<file path="src/rtl/uart_rx_fifo_pkg.sv">
// -----------------------------------------------------------------------------
// uart_rx_fifo_pkg
//   Shared definitions for the UART receive-side buffering logic: the data
//   width of a received character and the state encoding of the frame-capture
//   FSM that turns each rfin high period into a single push request.
// -----------------------------------------------------------------------------
package uart_rx_fifo_pkg;

    localparam int UART_DATA_W = 8;

    typedef logic [UART_DATA_W-1:0] uart_byte_t;

    // Capture FSM: wait for the synchronized frame-done level to rise, push
    // once, then wait for it to fall before arming again.
    typedef enum logic {
        WAIT_HIGH = 1'b0,
        WAIT_LOW  = 1'b1
    } cap_state_e;

endpackage

</file>
<file path="src/rtl/uart_rx_fifo_if.sv">
// -----------------------------------------------------------------------------
// uart_rx_fifo_if
//   CPU-side bus bundle of the UART receive FIFO.
//   master : bus logic / CPU  (drives en, rd_en, clr_ovr)
//   slave  : uart_rx_fifo     (drives rd_data, rd_valid, count, full, overrun)
//   Signals:
//     en       receive enable from the control register
//     rd_en    pop request; ignored while rd_valid is low
//     clr_ovr  clears the sticky overrun flag
//     rd_data  head byte (show-ahead), 8'h00 when empty
//     rd_valid FIFO not empty
//     count    number of stored bytes, 0..DEPTH
//     full     count == DEPTH
//     overrun  sticky: a frame was dropped
// -----------------------------------------------------------------------------
interface uart_rx_fifo_if
    import uart_rx_fifo_pkg::*;
#(
    parameter int ADDR_W = 4
) ();

    logic         en;
    logic         rd_en;
    logic         clr_ovr;
    uart_byte_t   rd_data;
    logic         rd_valid;
    logic [ADDR_W:0] count;
    logic         full;
    logic         overrun;

    modport master (
        output en, rd_en, clr_ovr,
        input  rd_data, rd_valid, count, full, overrun
    );

    modport slave (
        input  en, rd_en, clr_ovr,
        output rd_data, rd_valid, count, full, overrun
    );

endinterface

</file>
<file path="src/rtl/uart_rx_fifo_sync_ff.sv">
// -----------------------------------------------------------------------------
// sync_ff
//   STAGES-deep single-bit synchronizer with asynchronous active-high reset.
//   Ports:
//     clk  system clock
//     rst  asynchronous active-high reset, clears every stage to 0
//     d_i  asynchronous input level
//     q_o  synchronized level (last stage)
// -----------------------------------------------------------------------------
module sync_ff #(
    parameter int STAGES = 2
) (
    input  logic clk,
    input  logic rst,
    input  logic d_i,
    output logic q_o
);

    logic [STAGES-1:0] sync_q;

    // NOTE: clocked state is always assigned with <= so every flop samples the
    // pre-edge value of its neighbour; with = the chain would collapse to one flop.
    always_ff @(posedge clk or posedge rst) begin
        if (rst) begin
            sync_q <= '0;
        end else begin
            sync_q <= {sync_q[STAGES-2:0], d_i};
        end
    end

    assign q_o = sync_q[STAGES-1];

endmodule

</file>
<file path="src/rtl/uart_rx_fifo.sv">
// -----------------------------------------------------------------------------
// uart_rx_fifo
//   Receive-side buffer for a bit-rate UART receiver. Each completed frame
//   (rfin_in high period) pushes the received byte once into a show-ahead
//   FIFO that the CPU-side bus logic drains through a pop handshake.
//   Ports:
//     clk       system clock
//     rst       asynchronous active-high reset
//     rfin_in   frame-done level from the receiver (asynchronous)
//     rdata_in  received byte, stable while rfin_in is high
//     read_ce   registered receiver enable = en & ~full
//     bus       CPU-side bundle (uart_rx_fifo_if.slave)
// -----------------------------------------------------------------------------
module uart_rx_fifo
    import uart_rx_fifo_pkg::*;
#(
    parameter int DEPTH       = 16,
    parameter int ADDR_W      = 4,
    parameter int SYNC_STAGES = 2
) (
    input  logic           clk,
    input  logic           rst,
    input  logic           rfin_in,
    input  uart_byte_t     rdata_in,
    output logic           read_ce,
    uart_rx_fifo_if.slave  bus
);

    localparam logic [ADDR_W:0] DEPTH_CNT = (ADDR_W + 1)'(DEPTH);

    // ------------------------------------------------------------------
    // Frame-done synchronizer
    // ------------------------------------------------------------------
    logic rfin_s;

    sync_ff #(
        .STAGES (SYNC_STAGES)
    ) u_rfin_sync (
        .clk (clk),
        .rst (rst),
        .d_i (rfin_in),
        .q_o (rfin_s)
    );

    // ------------------------------------------------------------------
    // Capture FSM: one registered push request per rfin high period.
    // A level that stays high while en toggles is held in WAIT_LOW and is
    // therefore never pushed twice.
    // ------------------------------------------------------------------
    cap_state_e state_q;
    logic       push_req_q;

    always_ff @(posedge clk or posedge rst) begin
        if (rst) begin
            state_q    <= WAIT_HIGH;
            push_req_q <= 1'b0;
        end else begin
            push_req_q <= 1'b0;
            case (state_q)
                WAIT_HIGH: begin
                    if (rfin_s && bus.en) begin
                        push_req_q <= 1'b1;
                        state_q    <= WAIT_LOW;
                    end
                end
                WAIT_LOW: begin
                    if (!rfin_s) begin
                        state_q <= WAIT_HIGH;
                    end
                end
            endcase
        end
    end

    // ------------------------------------------------------------------
    // FIFO storage, pointers and status
    // ------------------------------------------------------------------
    uart_byte_t        mem_q [DEPTH];
    logic [ADDR_W-1:0] wptr_q, wptr_d;
    logic [ADDR_W-1:0] rptr_q, rptr_d;
    logic [ADDR_W:0]   count_q, count_d;
    logic              rd_valid_q;
    logic              full_q, full_d;
    logic              overrun_q, overrun_d;
    logic              read_ce_q;
    uart_byte_t        rd_data_q, rd_data_d;
    logic              pop_ok;
    logic              push_ok;
    logic              push_drop;

    // NOTE: every signal written here gets a default before any branch, so no
    // path leaves a value unassigned and no latch is inferred.
    always_comb begin
        pop_ok    = bus.rd_en && rd_valid_q;
        // A pop in the same cycle frees the slot, so a full FIFO still accepts.
        push_ok   = push_req_q && (!full_q || pop_ok);
        push_drop = push_req_q && !push_ok;

        wptr_d  = wptr_q;
        rptr_d  = rptr_q;
        count_d = count_q;

        if (push_ok) begin
            wptr_d = wptr_q + 1'b1;
        end
        if (pop_ok) begin
            rptr_d = rptr_q + 1'b1;
        end

        case ({push_ok, pop_ok})
            2'b10:   count_d = count_q + 1'b1;
            2'b01:   count_d = count_q - 1'b1;
            default: count_d = count_q;
        endcase

        full_d    = (count_d == DEPTH_CNT);
        // Set wins over clear.
        overrun_d = push_drop || (overrun_q && !bus.clr_ovr);

        // Next head byte. When the new head is the slot being written in this
        // same cycle (push into empty, or push+pop with one entry) the memory
        // does not hold it yet, so forward the incoming byte.
        if (count_d == '0) begin
            rd_data_d = '0;
        end else if (push_ok && (rptr_d == wptr_q)) begin
            rd_data_d = rdata_in;
        end else begin
            rd_data_d = mem_q[rptr_d];
        end
    end

    always_ff @(posedge clk or posedge rst) begin
        if (rst) begin
            wptr_q     <= '0;
            rptr_q     <= '0;
            count_q    <= '0;
            rd_valid_q <= 1'b0;
            full_q     <= 1'b0;
            overrun_q  <= 1'b0;
            read_ce_q  <= 1'b0;
            rd_data_q  <= '0;
        end else begin
            wptr_q     <= wptr_d;
            rptr_q     <= rptr_d;
            count_q    <= count_d;
            rd_valid_q <= (count_d != '0);
            full_q     <= full_d;
            overrun_q  <= overrun_d;
            read_ce_q  <= bus.en & ~full_d;
            rd_data_q  <= rd_data_d;
        end
    end

    // NOTE: the byte array carries no reset; validity is tracked by the
    // pointers and count, so stale contents are never observable.
    // rdata_in is sampled without synchronization: the receiver holds it
    // stable for as long as rfin is high, which spans the push cycle.
    always_ff @(posedge clk) begin
        if (push_ok) begin
            mem_q[wptr_q] <= rdata_in;
        end
    end

    // ------------------------------------------------------------------
    // Outputs
    // ------------------------------------------------------------------
    assign read_ce      = read_ce_q;
    assign bus.rd_data  = rd_data_q;
    assign bus.rd_valid = rd_valid_q;
    assign bus.count    = count_q;
    assign bus.full     = full_q;
    assign bus.overrun  = overrun_q;

endmodule
</file>
<file path="src/flat_wrapper.sv">
// flat-port wrapper written by rule: the top's interface ports become plain ports
module uart_rx_fifo_flat import uart_rx_fifo_pkg::*;
#(
    parameter int DEPTH       = 16,
    parameter int ADDR_W      = 4,
    parameter int SYNC_STAGES = 2
)
  (clk, rst, rfin_in, rdata_in, read_ce, bus_en, bus_rd_en, bus_clr_ovr, bus_rd_data, bus_rd_valid, bus_count, bus_full, bus_overrun);
  uart_rx_fifo_if #(.ADDR_W(ADDR_W)) bus_i ();
  input  logic clk;
  input  logic rst;
  input  logic rfin_in;
  input  uart_byte_t rdata_in;
  output logic read_ce;
  input wire logic [$bits(bus_i.en)-1:0] bus_en;
  input wire logic [$bits(bus_i.rd_en)-1:0] bus_rd_en;
  input wire logic [$bits(bus_i.clr_ovr)-1:0] bus_clr_ovr;
  output wire logic [$bits(bus_i.rd_data)-1:0] bus_rd_data;
  output wire logic [$bits(bus_i.rd_valid)-1:0] bus_rd_valid;
  output wire logic [$bits(bus_i.count)-1:0] bus_count;
  output wire logic [$bits(bus_i.full)-1:0] bus_full;
  output wire logic [$bits(bus_i.overrun)-1:0] bus_overrun;
  assign bus_i.en = bus_en;
  assign bus_i.rd_en = bus_rd_en;
  assign bus_i.clr_ovr = bus_clr_ovr;
  assign bus_rd_data = bus_i.rd_data;
  assign bus_rd_valid = bus_i.rd_valid;
  assign bus_count = bus_i.count;
  assign bus_full = bus_i.full;
  assign bus_overrun = bus_i.overrun;
  uart_rx_fifo #(.DEPTH(DEPTH), .ADDR_W(ADDR_W), .SYNC_STAGES(SYNC_STAGES)) u_core (.clk(clk), .rst(rst), .rfin_in(rfin_in), .rdata_in(rdata_in), .read_ce(read_ce), .bus(bus_i));
endmodule
</file>
<file path="config.mk">
export PLATFORM = sky130hd
export DESIGN_NAME = uart_rx_fifo_flat
export DESIGN_NICKNAME = d
export VERILOG_FILES = /design/src/rtl/uart_rx_fifo_pkg.sv /design/src/rtl/uart_rx_fifo_if.sv /design/src/rtl/uart_rx_fifo_sync_ff.sv /design/src/rtl/uart_rx_fifo.sv /design/src/flat_wrapper.sv
export SDC_FILE = /design/constraint.sdc
export NUM_CORES = 1
export LEC_CHECK = 0
export ABC_CLOCK_PERIOD_IN_PS = 9400
export BUFFER_PORTS_ARGS = -buffer_cell sky130_fd_sc_hd__buf_2
export CORE_ASPECT_RATIO = 1.5
export CORE_MARGIN = 2
export CORE_UTILIZATION = 51
export CTS_CLUSTER_DIAMETER = 50
export CTS_CLUSTER_SIZE = 8
export DETAILED_ROUTE_END_ITERATION = 8
export PLACE_DENSITY = 0.69
export SYNTH_ARGS = -nofsm -noshare
export SYNTH_HDL_FRONTEND = slang
export SYNTH_SLANG_ARGS = --single-unit
</file>
<file path="constraint.sdc">
create_clock -name clk -period 9.4 [get_ports clk]
set_clock_uncertainty 0.05 [all_clocks]
set_input_delay 0.47 -clock clk [delete_from_list [all_inputs] [get_ports clk]]
set_output_delay 0.47 -clock clk [all_outputs]
set_load 0.01 [all_outputs]
</file>
==> metrics.cfg, run 1 <==
[run_status]
status = completed

[drt]
vias = 3932
met3_length_um = 838
final_antenna_net_count = 0
met1Wirelength_um = 5910
met2_length_um = 8650
drtIter0Drc = 320
highest_layer = met4
wl_per_cell_um = 24.6
dr.pass1.iters = 5
wl_um = 15700
vias_per_cell = 6.15
drc = 0

[yosys]
syn_area_mm2 = 0.00757
synthFlopType = edfxtp_1
yosys_warnings = 0
yosysTopAreaCell = edfxtp_1
yosys-top-cells-area = edfxtp_1 (51%), mux4_2 (20%), dfrtp_1 (9.6%)
ys_seq_area_share_pct = 60.3
synth_edf_count = 128
netlist-cell-type-count = 49
ys_ff_latch = 157
avgSynthCellArea_um2 = 18.9
syn_nets = 423
yosysMostFrequentCell = edfxtp_1
yosysTopAreaCellShare_pct = 50.7
synthTopCellsByCount = edfxtp_1 (128), mux4_2 (68), dfrtp_1 (29)
async_reset_ff_share_pct = 18.5
syn_inst = 401

[setup_path]
regToRegSetupSlack_ns = 5.52
worstReg2RegStart = u_core.bus.rd_valid$_DFF_PP0_
critPathLaunchType = register
crit_type = reg2reg
cp_max_fo = 14
r2r_end = u_core.bus.rd_data[4]$_DFF_PP0_
end_kind = register
reg2reg_depth = 13
cp.arrival_ns = 4.08
cp.required_ns = 9.60

[grt]
grt_usage_pct = 21.2
grt_pass1_wl_um = 24600
grt_max_degree = 52
grt_pass1_vias = 4200
antenna_found_initial = 0
grt-ovfl-total = 0

[power_and_ir_drop]
leakagePower_uw = 0.00291
cellPowerDensity_mw_per_mm2 = 326
ir_drop_uv = 187

[sta]
whs_ns = 0.104
setup_tns_ns = 0
final-setup-viol-count = 0
fin_crit_ns = 3.88
worst_pin_slew_ns = 1.12
maxSlewHeadroom_pct = 25.5
finalHoldViolCount = 0
maxSlewViolCount = 0
fin_crit_sh_pct = 41.2
rsz0062_at_grt = false
fmax_ghz = 0.258

[run]
cap_violations = 0

[layout]
area_growth_pct = 11.1
fillers = 1083
fin_nets = 452
layout-drive-gt1-share_pct = 33.9
n_antenna_cell = 0

[floorplan]
die_width_um = 104
pin_count = 31
core_mm2 = 0.0145
start_util_pct = 52.1
row_count = 54
dieArea_mm2 = 0.0159
die_h_um = 153

[placed_design]
portBuffers = 30
place_congestion = 0.883
hpwl_um = 10300

[worst_hold_path]
holdCritStartpoint = rfin_in
min_to = u_core.u_rfin_sync.sync_q[0]$_DFF_PP0_
hold_class = in2reg
holdPathStages = 1

[clock_tree]
clk_pin_slew_ns = 0.07
clockBufferDepth = 2
root_buffer = clkbuf_16
cts_tree = done
postCtsHoldBufs = 0
clock_latency_ns = 0.42
ctsResizeCount = 0
numCtsBuffers = 17
post_cts_buffers = 0
cts_htree_levels = 4
cts_sinks = 157

through the flow:
| stage | power [µW] | std cells | utilization (%) | area, µm² | worst slack (ns) |
|---|---|---|---|---|---|
| final | 2750 | 639 | 58.0 | 8420 | 5.52 |
| after floorplan | 1900 | 401 | - | 7570 | 6.22 |
| after CTS | 2780 | 639 | 58.0 | 8420 | 5.51 |
| after global routing | 2880 | 639 | 58.0 | 8420 | 5.13 |
| after global placement | 2100 | 607 | 54.1 | 7860 | 5.49 |
| after detailed placement | 2120 | 607 | 54.1 | 7860 | 5.36 |
metal layers:
layer	GRT usage (%)	up-vias
met4	7.01	0
met5	0	-
met2	37.7	133
met1	25.8	2078
li1	-	1700
met3	4.69	21
cells by family (layout without fill, tap and decap cells):
logic type	Yosys count	in the layout	synth area share (%)
simple gates	64	64	4.69
mux	95	95	26.0
flops	157	157	60.3
compound gates	22	22	2.02
fa+ha+maj	8	8	1.32
buf+inv	40	82	3.27
xor+xnor	15	15	2.41
worst max path at each step:
stage	from	to	slack [ns]	cells past startpoint
detailed placement	bus_rd_en	u_core.bus.rd_data[4]$_DFF_PP0_	5.36	14
floorplan	bus_rd_en	u_core.bus.rd_data[0]$_DFF_PP0_	6.22	15
CTS	u_core.bus.rd_valid$_DFF_PP0_	u_core.bus.rd_data[4]$_DFF_PP0_	5.51	13
finish	u_core.bus.rd_valid$_DFF_PP0_	u_core.bus.rd_data[4]$_DFF_PP0_	5.52	13
global placement	bus_rd_en	u_core.bus.rd_data[4]$_DFF_PP0_	5.49	12
global route	u_core.bus.rd_valid$_DFF_PP0_	u_core.bus.rd_data[1]$_DFF_PP0_	5.13	13
registers in the layout, summed over array words and instances, names as in the netlist:
| signal | count |
|---|---|
| u_core.bus.full | 1 |
| u_core.bus.rd_valid | 1 |
| u_core.mem_q | 128 |
| u_core.bus.rd_data | 8 |
| u_core.bus.overrun | 1 |
| u_core.u_rfin_sync.sync_q | 2 |
| u_core.wptr_q | 4 |
| u_core.rptr_q | 4 |
| u_core.push_req_q | 1 |
| u_core.state_q | 1 |
| u_core.bus.count | 5 |
| u_core.read_ce | 1 |
final cells by class:
type	instances	area [µm²]	area share, %
clock inverter	14	134	1.59
inverter	13	48.8	0.580
sequential	157	4570	54.3
timing repair buffer	37	203	2.41
tap	196	245	2.91
clock buffer	18	429	5.10
multi-input combinational	204	2790	33.1
power breakdown:
part	leakage, µW	internal [µW]	switching, µW
clock network	0.000273	371	285
logic	0.00114	626	547
registers	0.00150	829	89.7
cells in the final DEF (no fill, tap or decap), drive strengths merged, types with 3 or more instances in the layout:
| cell type | netlist | final |
|---|---|---|
| nand3 | 4 | 4 |
| nor2 | 19 | 19 |
| xnor2 | 10 | 10 |
| a21oi | 5 | 5 |
| clkbuf | 6 | 18 |
| mux4 | 78 | 78 |
| nand2 | 8 | 8 |
| mux2i | 15 | 15 |
| ha | 8 | 8 |
| edfxtp | 128 | 128 |
| nor4 | 5 | 5 |
| nor3 | 3 | 3 |
| o21ai | 4 | 4 |
| xor2 | 4 | 4 |
| nor2b | 4 | 4 |
| clkinv | 0 | 4 |
| inv | 13 | 20 |
| a211oi | 8 | 8 |
| buf | 21 | 37 |
| and2 | 9 | 9 |
| dfrtp | 29 | 29 |
critical path, stage by stage, from the launching register on:
cell and delay (ns):
dfrtp_1 0.42, nand2_1 0.39, nand2_1 0.18, and2_1 0.30, inv_1 0.22, ha_1 0.36
xor2_1 0.21, ha_1 0.22, a21oi_1 0.15, mux2i_1 0.23, xnor2_1 0.10, or2_1 0.27
nor3_2 0.51, a211oi_1 0.11
(Power assumes the default switching activity.)
==> run 2: changes to the inputs <==
--- a/config.mk
+++ b/config.mk
@@ -5,7 +5,7 @@
 export SDC_FILE = /design/constraint.sdc
 export NUM_CORES = 1
 export LEC_CHECK = 0
-export ABC_CLOCK_PERIOD_IN_PS = 9400
+export ABC_CLOCK_PERIOD_IN_PS = 3400
 export BUFFER_PORTS_ARGS = -buffer_cell sky130_fd_sc_hd__buf_2
 export CORE_ASPECT_RATIO = 1.5
 export CORE_MARGIN = 2
@@ -13,7 +13,7 @@
 export CTS_CLUSTER_DIAMETER = 50
 export CTS_CLUSTER_SIZE = 8
 export DETAILED_ROUTE_END_ITERATION = 8
-export PLACE_DENSITY = 0.69
+export PLACE_DENSITY = 0.71
 export SYNTH_ARGS = -nofsm -noshare
 export SYNTH_HDL_FRONTEND = slang
 export SYNTH_SLANG_ARGS = --single-unit
==> constraint.sdc (replaced) <==
create_clock -name clk -period 3.4 [get_ports clk]
set_clock_uncertainty 0.05 [all_clocks]
set_input_delay 0.17 -clock clk [delete_from_list [all_inputs] [get_ports clk]]
set_output_delay 0.17 -clock clk [all_outputs]
set_load 0.01 [all_outputs]
==> metrics.cfg, run 2 (synthesis gave the netlist of run 1 again) <==
[layout]
fin_cells = 650  ; was 639
final_cell_mix = edfxtp_1 (128), mux4_2 (68), buf_2 (30)  ; unchanged
layout-drive-gt1-share_pct = 34.8  ; was 33.9%
final_common_cell = edfxtp_1  ; unchanged
n_antenna_cell = 0  ; unchanged
regMostFlops = u_core.mem_q  ; unchanged
largest_reg_flops = 128  ; unchanged
area_growth_pct = 13.5  ; was 11.1%
fin_nets = 463  ; was 452
fillers = 1060  ; was 1083

[setup_path]
cp.arrival_ns = 3.44  ; was 4.08 ns
end_kind = register  ; unchanged
critPathLaunchType = register  ; unchanged
cp_max_fo = 13  ; was 14
worstReg2RegStart = u_core.bus.rd_valid$_DFF_PP0_  ; unchanged
regToRegSetupSlack_ns = 0.22  ; was 5.52 ns
cp.required_ns = 3.66  ; was 9.60 ns
reg2reg_depth = 12  ; was 13
r2r_end = u_core.bus.rd_data[5]$_DFF_PP0_  ; was u_core.bus.rd_data[4]$_DFF_PP0_
crit_type = reg2reg  ; unchanged

[drt]
vias = 4040  ; was 3932
dr.pass1.iters = 5  ; unchanged
drtIter0Drc = 299  ; was 320
wl_per_cell_um = 25.5  ; was 24.6 µm
final_antenna_net_count = 0  ; unchanged
wl_um = 16600  ; was 15700 µm
drc = 0  ; unchanged
vias_per_cell = 6.22  ; was 6.15

[clock_tree]
clk_pin_slew_ns = 0.06  ; was 0.07 ns
cts_sinks = 157  ; unchanged
cts_htree_levels = 4  ; unchanged
clock_latency_ns = 0.42  ; about the same
cts_tree = done  ; unchanged
root_buffer = clkbuf_16  ; unchanged
numCtsBuffers = 17  ; unchanged
clockBufferDepth = 2  ; unchanged

[power_and_ir_drop]
ir_drop_uv = 470  ; was 187 µV
cellPowerDensity_mw_per_mm2 = 902  ; was 326 mW/mm²
leakagePower_uw = 0.00298  ; was 0.00291 µW

[grt]
grt-ovfl-total = 0  ; unchanged
grt_usage_pct = 22.0  ; was 21.2%
grt_pass1_vias = 4320  ; was 4200
antenna_found_initial = 0  ; unchanged
met3_usage_pct = 4.22  ; was 4.69%
met1_usage_pct = 27.1  ; was 25.8%
grt_pass1_wl_um = 25500  ; was 24600 µm
grt_max_degree = 68  ; was 52
grt_use_met2_pct = 37.7  ; about the same
grt.busiest_layer = met2  ; unchanged

[floorplan]
pin_count = 31  ; unchanged
dieArea_mm2 = 0.0159  ; unchanged
die_width_um = 104  ; unchanged
core_mm2 = 0.0145  ; unchanged
die_h_um = 153  ; unchanged
row_count = 54  ; unchanged
start_util_pct = 52.1  ; unchanged

[sta]
fin_crit_ns = 3.18  ; was 3.88 ns
rsz0062_at_grt = false  ; unchanged
whs_ns = -0.00243  ; was 0.104 ns
maxSlewHeadroom_pct = 23.3  ; was 25.5%
setup_tns_ns = 0  ; unchanged
fmax_ghz = 0.314  ; was 0.258 GHz
fin_crit_sh_pct = 93.6  ; was 41.2%
final-setup-viol-count = 0  ; unchanged
maxSlewViolCount = 0  ; unchanged
finalHoldViolCount = 4  ; was 0
worst_pin_slew_ns = 1.15  ; was 1.12 ns

[placed_design]
portBuffers = 30  ; unchanged
place_congestion = 0.791  ; was 0.883
dpl.cell_count = 614  ; was 607
hpwl_um = 10500  ; was 10300 µm

[run]
cap_violations = 0  ; unchanged

[run_status]
violations = hold timing
status = finished, violations left  ; was completed

[worst_hold_path]
hold_class = in2async  ; was in2reg

==> run 2: changes by cell type in the layout (fill, tap and decap cells not counted), moves of 2 or more <==
| cell | delta |
|---|---|
| buf_12 | +3 |
| buf_4 | +5 |
| bufinv_16 | +2 |
| clkinv_2 | -2 |
| clkinvlp_4 | +2 |
| dlygate4sd3_1 | +3 |
| inv_6 | -4 |
==> run 2: stage by stage <==
stage / hold WS, ns / power, µW / worst slack, ns / instance area (µm²) / util (%)
after floorplan: 0.151 / 5240 / 0.233 / 7570 / -
after global placement: 0.229 / 5800 / 0.235 / 7930 / 54.6
after detailed placement: 0.232 / 5870 / 0.0396 / 7930 / 54.6
after CTS: 0.0193 / 7810 / 0.138 / 8570 / 59.0
after global routing: 0.0998 / 8120 / 0.00381 / 8590 / 59.2
final: -0.00243 / 7750 / 0.219 / 8590 / 59.2
==> run 2: cell type report <==
| type | instances | area, µm² | share of cell area [%] |
|---|---|---|---|
| clock buffers | 19 | 433 | 5.04 |
| clock inverters | 13 | 165 | 1.92 |
| inverters | 13 | 48.8 | 0.568 |
| multi-input cells | 204 | 2800 | 32.6 |
| flip-flops and latches | 157 | 4570 | 53.2 |
| well taps | 196 | 245 | 2.85 |
| repair buffers | 48 | 330 | 3.84 |
==> run 2: what timing repair did <==
| item | 4_1_cts | 5_1_grt |
|---|---|---|
| hold buffers | 3 | 0 |
| buffers inserted | 0 | 1 |
| pin swaps | 0 | 1 |
| hold endpoints to repair | 5 | 0 |
| gates resized for setup | 1 | 2 |
| setup endpoints to repair | 1 | 11 |
==> run 2: worst max-delay path by stage <==
| stage | startpoint | to | slack [ns] | cells after the start |
|---|---|---|---|---|
| CTS | u_core.bus.rd_valid$_DFF_PP0_ | u_core.read_ce$_DFF_PP0_ | 0.14 | 13 |
| global placement | u_core.bus.rd_valid$_DFF_PP0_ | u_core.bus.rd_data[2]$_DFF_PP0_ | 0.23 | 13 |
| floorplan | u_core.bus.rd_valid$_DFF_PP0_ | u_core.bus.rd_data[0]$_DFF_PP0_ | 0.23 | 15 |
| finish | u_core.bus.rd_valid$_DFF_PP0_ | u_core.bus.rd_data[5]$_DFF_PP0_ | 0.22 | 12 |
| global route | u_core.bus.rd_valid$_DFF_PP0_ | u_core.bus.rd_data[5]$_DFF_PP0_ | 0.004 | 14 |
| detailed placement | u_core.bus.rd_valid$_DFF_PP0_ | u_core.bus.rd_data[5]$_DFF_PP0_ | 0.04 | 13 |
==> run 2: metal layers <==
layer | routed length [µm] | vias to the layer above
met3 | 822 | 36
met5 | 0 | -
li1 | - | 1723
met2 | 8820 | 146
met4 | 512 | 0
met1 | 6420 | 2135
==> run 2: power by group <==
group          switching (µW)  total [µW]  internal, µW
clock                     756        1910          1160
sequential                215        2510          2290
combinational            1540        3330          1800
==> run 2: worst max-delay path, cell delays in order (launching register included) <==
cell and delay, ns:
dfrtp_1 0.42, nand2_1 0.09, buf_4 0.25, inv_1 0.10, buf_4 0.21, ha_1 0.29
a211o_1 0.29, and3_1 0.19, o211a_1 0.22, nor3_1 0.50, nor3_4 0.09, buf_12 0.16
a211oi_1 0.20
==> run 3: changes to the inputs <==
--- a/config.mk
+++ b/config.mk
@@ -6,14 +6,14 @@
 export NUM_CORES = 1
 export LEC_CHECK = 0
 export ABC_CLOCK_PERIOD_IN_PS = 3400
-export BUFFER_PORTS_ARGS = -buffer_cell sky130_fd_sc_hd__buf_2
 export CORE_ASPECT_RATIO = 1.5
 export CORE_MARGIN = 2
 export CORE_UTILIZATION = 51
 export CTS_CLUSTER_DIAMETER = 50
 export CTS_CLUSTER_SIZE = 8
 export DETAILED_ROUTE_END_ITERATION = 8
-export PLACE_DENSITY = 0.71
+export DONT_BUFFER_PORTS = 1
+export PLACE_DENSITY = 0.7
 export SYNTH_ARGS = -nofsm -noshare
 export SYNTH_HDL_FRONTEND = slang
 export SYNTH_SLANG_ARGS = --single-unit
==> metrics.cfg, run 3 (synthesis gave the netlist of run 1 again) <==
[run_status]
status = completed  ; was finished, violations left

[run]
cap_violations = 0  ; unchanged

[drt]
drc = 0  ; unchanged
vias_per_cell = 6.12  ; was 6.22
wl_um = 16100  ; was 16600 µm
final_antenna_net_count = 0  ; unchanged
dr.pass1.iters = 4  ; was 5
wl_per_cell_um = 25.4  ; was 25.5 µm
drtIter0Drc = 259  ; was 299
vias = 3869  ; was 4040

[grt]
grt_usage_pct = 21.5  ; was 22.0%
grt_max_degree = 68  ; unchanged
grt-ovfl-total = 0  ; unchanged
antenna_found_initial = 0  ; unchanged
grt_pass1_vias = 4158  ; was 4320
grt_pass1_wl_um = 24800  ; was 25500 µm

[sta]
fin_crit_sh_pct = 89.6  ; was 93.6%
final-setup-viol-count = 0  ; unchanged
worst_pin_slew_ns = 1.07  ; was 1.15 ns
fin_crit_ns = 3.05  ; was 3.18 ns
setup_tns_ns = 0  ; unchanged
finalHoldViolCount = 0  ; was 4
rsz0062_at_grt = false  ; unchanged
fmax_ghz = 0.328  ; was 0.314 GHz
layout_setup_ws_ns = 0.353  ; was 0.219 ns
maxSlewHeadroom_pct = 28.3  ; was 23.3%
maxSlewViolCount = 0  ; unchanged

[floorplan]
pin_count = 31  ; unchanged
start_util_pct = 52.1  ; unchanged
dieArea_mm2 = 0.0159  ; unchanged
core_mm2 = 0.0145  ; unchanged
die_h_um = 153  ; unchanged
die_width_um = 104  ; unchanged
row_count = 54  ; unchanged

[power_and_ir_drop]
ir_drop_uv = 363  ; was 470 µV
seqPwrFrac_pct = 33.8  ; was 32.3%
cellPowerDensity_mw_per_mm2 = 891  ; was 902 mW/mm²
power_frac_clock_pct = 24.6  ; was 24.7%
swShare_pct = 32.0  ; was 32.3%
p_int_uw = 5160  ; was 5250 µW
leakagePower_uw = 0.00290  ; was 0.00298 µW
p_sw_uw = 2430  ; was 2510 µW
power_frac_comb_pct = 41.6  ; was 43.0%

[layout]
area_growth_pct = 12.5  ; was 13.5%
final_common_cell = edfxtp_1  ; unchanged
layout-drive-gt1-share_pct = 30.5  ; was 34.8%
largest_reg_flops = 128  ; unchanged
multi_input_area_mm2 = 0.00279  ; was 0.00280 mm²
regMostFlops = u_core.mem_q  ; unchanged
fillers = 1024  ; was 1060
fin_nets = 445  ; was 463
register_area_mm2 = 0.00457  ; unchanged
n_antenna_cell = 0  ; unchanged
final_cell_mix = edfxtp_1 (128), mux4_2 (68), dfrtp_1 (28)  ; was edfxtp_1 (128), mux4_2 (68), buf_2 (30)

[setup_path]
crit_type = reg2reg  ; unchanged
critPathSlowestCell = dfrtp_1  ; was nor3_1
end_kind = register  ; unchanged
worstPathCellList = nand2_1 > nand2_1 > and2_1 > inv_1 > ha_2 > xor2_1 > ha_1 > o21ai_0 > a21oi_1 > nor4_1 > xor2_1 > nor3_2 > buf_4 > a211oi_1  ; was nand2_1 > buf_4 > inv_1 > buf_4 > ha_1 > a211o_1 > and3_1 > o211a_1 > nor3_1 > nor3_4 > buf_12 > a211oi_1
critPathLaunchType = register  ; unchanged
crit_path_max_incr_delay_ns = 0.45  ; was 0.50 ns
cp.required_ns = 3.67  ; was 3.66 ns
cp_max_fo = 11  ; was 13
cp.arrival_ns = 3.32  ; was 3.44 ns

[clock_tree]
root_buffer = clkbuf_16  ; unchanged
clock_latency_ns = 0.42  ; about the same
cts_sinks = 157  ; unchanged
numCtsBuffers = 17  ; unchanged
clk_pin_slew_ns = 0.06  ; about the same
clockBufferDepth = 2  ; unchanged
cts_tree = done  ; unchanged
cts_htree_levels = 4  ; unchanged

[placed_design]
place_congestion = 0.767  ; was 0.791
place_ws_ns = 0.254  ; was 0.0396 ns
portBuffers = 0  ; was 30
hpwl_um = 10500  ; about the same

[worst_hold_path]
hold_class = in2reg  ; was in2async

==> run 3: power by group through the flow <==
| stage | registers (µW) | clock network (µW) | logic [µW] |
|---|---|---|---|
| global placement | 2600 | 0 | 3140 |
| floorplan | 2480 | 0 | 2760 |
| detailed placement | 2610 | 0 | 3180 |
| CTS | 2570 | 1900 | 3220 |
| finish | 2570 | 1870 | 3160 |
| global route | 2600 | 1980 | 3410 |
==> run 3: area by class of cell <==
| cell class | count | area share [%] |
|---|---|---|
| flip-flops and latches | 157 | 53.7 |
| clock inverters | 15 | 1.89 |
| repair buffers | 30 | 3.29 |
| inverters | 13 | 0.573 |
| multi-input cells | 204 | 32.7 |
| well taps | 196 | 2.88 |
| clock buffers | 17 | 4.99 |
==> run 3: metal layers <==
metal	part of all wire, %	up-vias	global-route usage (%)
met1	36	2046	24.8
met5	0	-	0
met3	4.9	19	4.99
met2	57	110	39.0
met4	2.2	0	8.37
li1	-	1694	-
==> run 3: worst paths after layout <==
kind                       cells past startpoint                              startpoint  slack [ns]                                endpoint
max in group asynchronous                      3                                     rst        2.76              u_core.rptr_q[0]$_DFF_PP0_
max                                           14           u_core.bus.rd_valid$_DFF_PP0_        0.35         u_core.bus.rd_data[4]$_DFF_PP0_
min                                            3                               bus_rd_en        0.15              u_core.rptr_q[0]$_DFF_PP0_
max reg2reg                                   14           u_core.bus.rd_valid$_DFF_PP0_        0.35         u_core.bus.rd_data[4]$_DFF_PP0_
min in group asynchronous                      3                                     rst        0.23                u_core.read_ce$_DFF_PP0_
min reg2reg                                    0  u_core.u_rfin_sync.sync_q[0]$_DFF_PP0_        0.30  u_core.u_rfin_sync.sync_q[1]$_DFF_PP0_
==> run 3: worst max-delay path: cells and delay by family, from the launching register on <==
family | cells | cell delay [ns]
flops | 1 | 0.45
buf+inv | 2 | 0.43
compound gates | 3 | 0.39
simple gates | 5 | 0.69
xor+xnor | 2 | 0.38
fa+ha+maj | 2 | 0.56
==> run 3: through the flow <==
step	instance area (µm²)	total power, µW	hold WS, ns	std cells	utilization [%]
3_5_place_dp	7810	5800	0.116	588	53.8
2_1_floorplan	7570	5240	0.151	401	-
6_report	8520	7600	0.151	632	58.7
3_3_place_gp	7810	5740	0.107	588	53.8
5_1_grt	8520	7990	0.144	632	58.7
4_1_cts	8520	7690	0.137	632	58.6
==> run 3: what timing repair did <==
action                     4_1_cts  5_1_grt
setup buffers                    0        0
hold buffers                    12        0
resized for setup                0        1
hold endpoints to repair       170        0
setup endpoints to repair        0        6
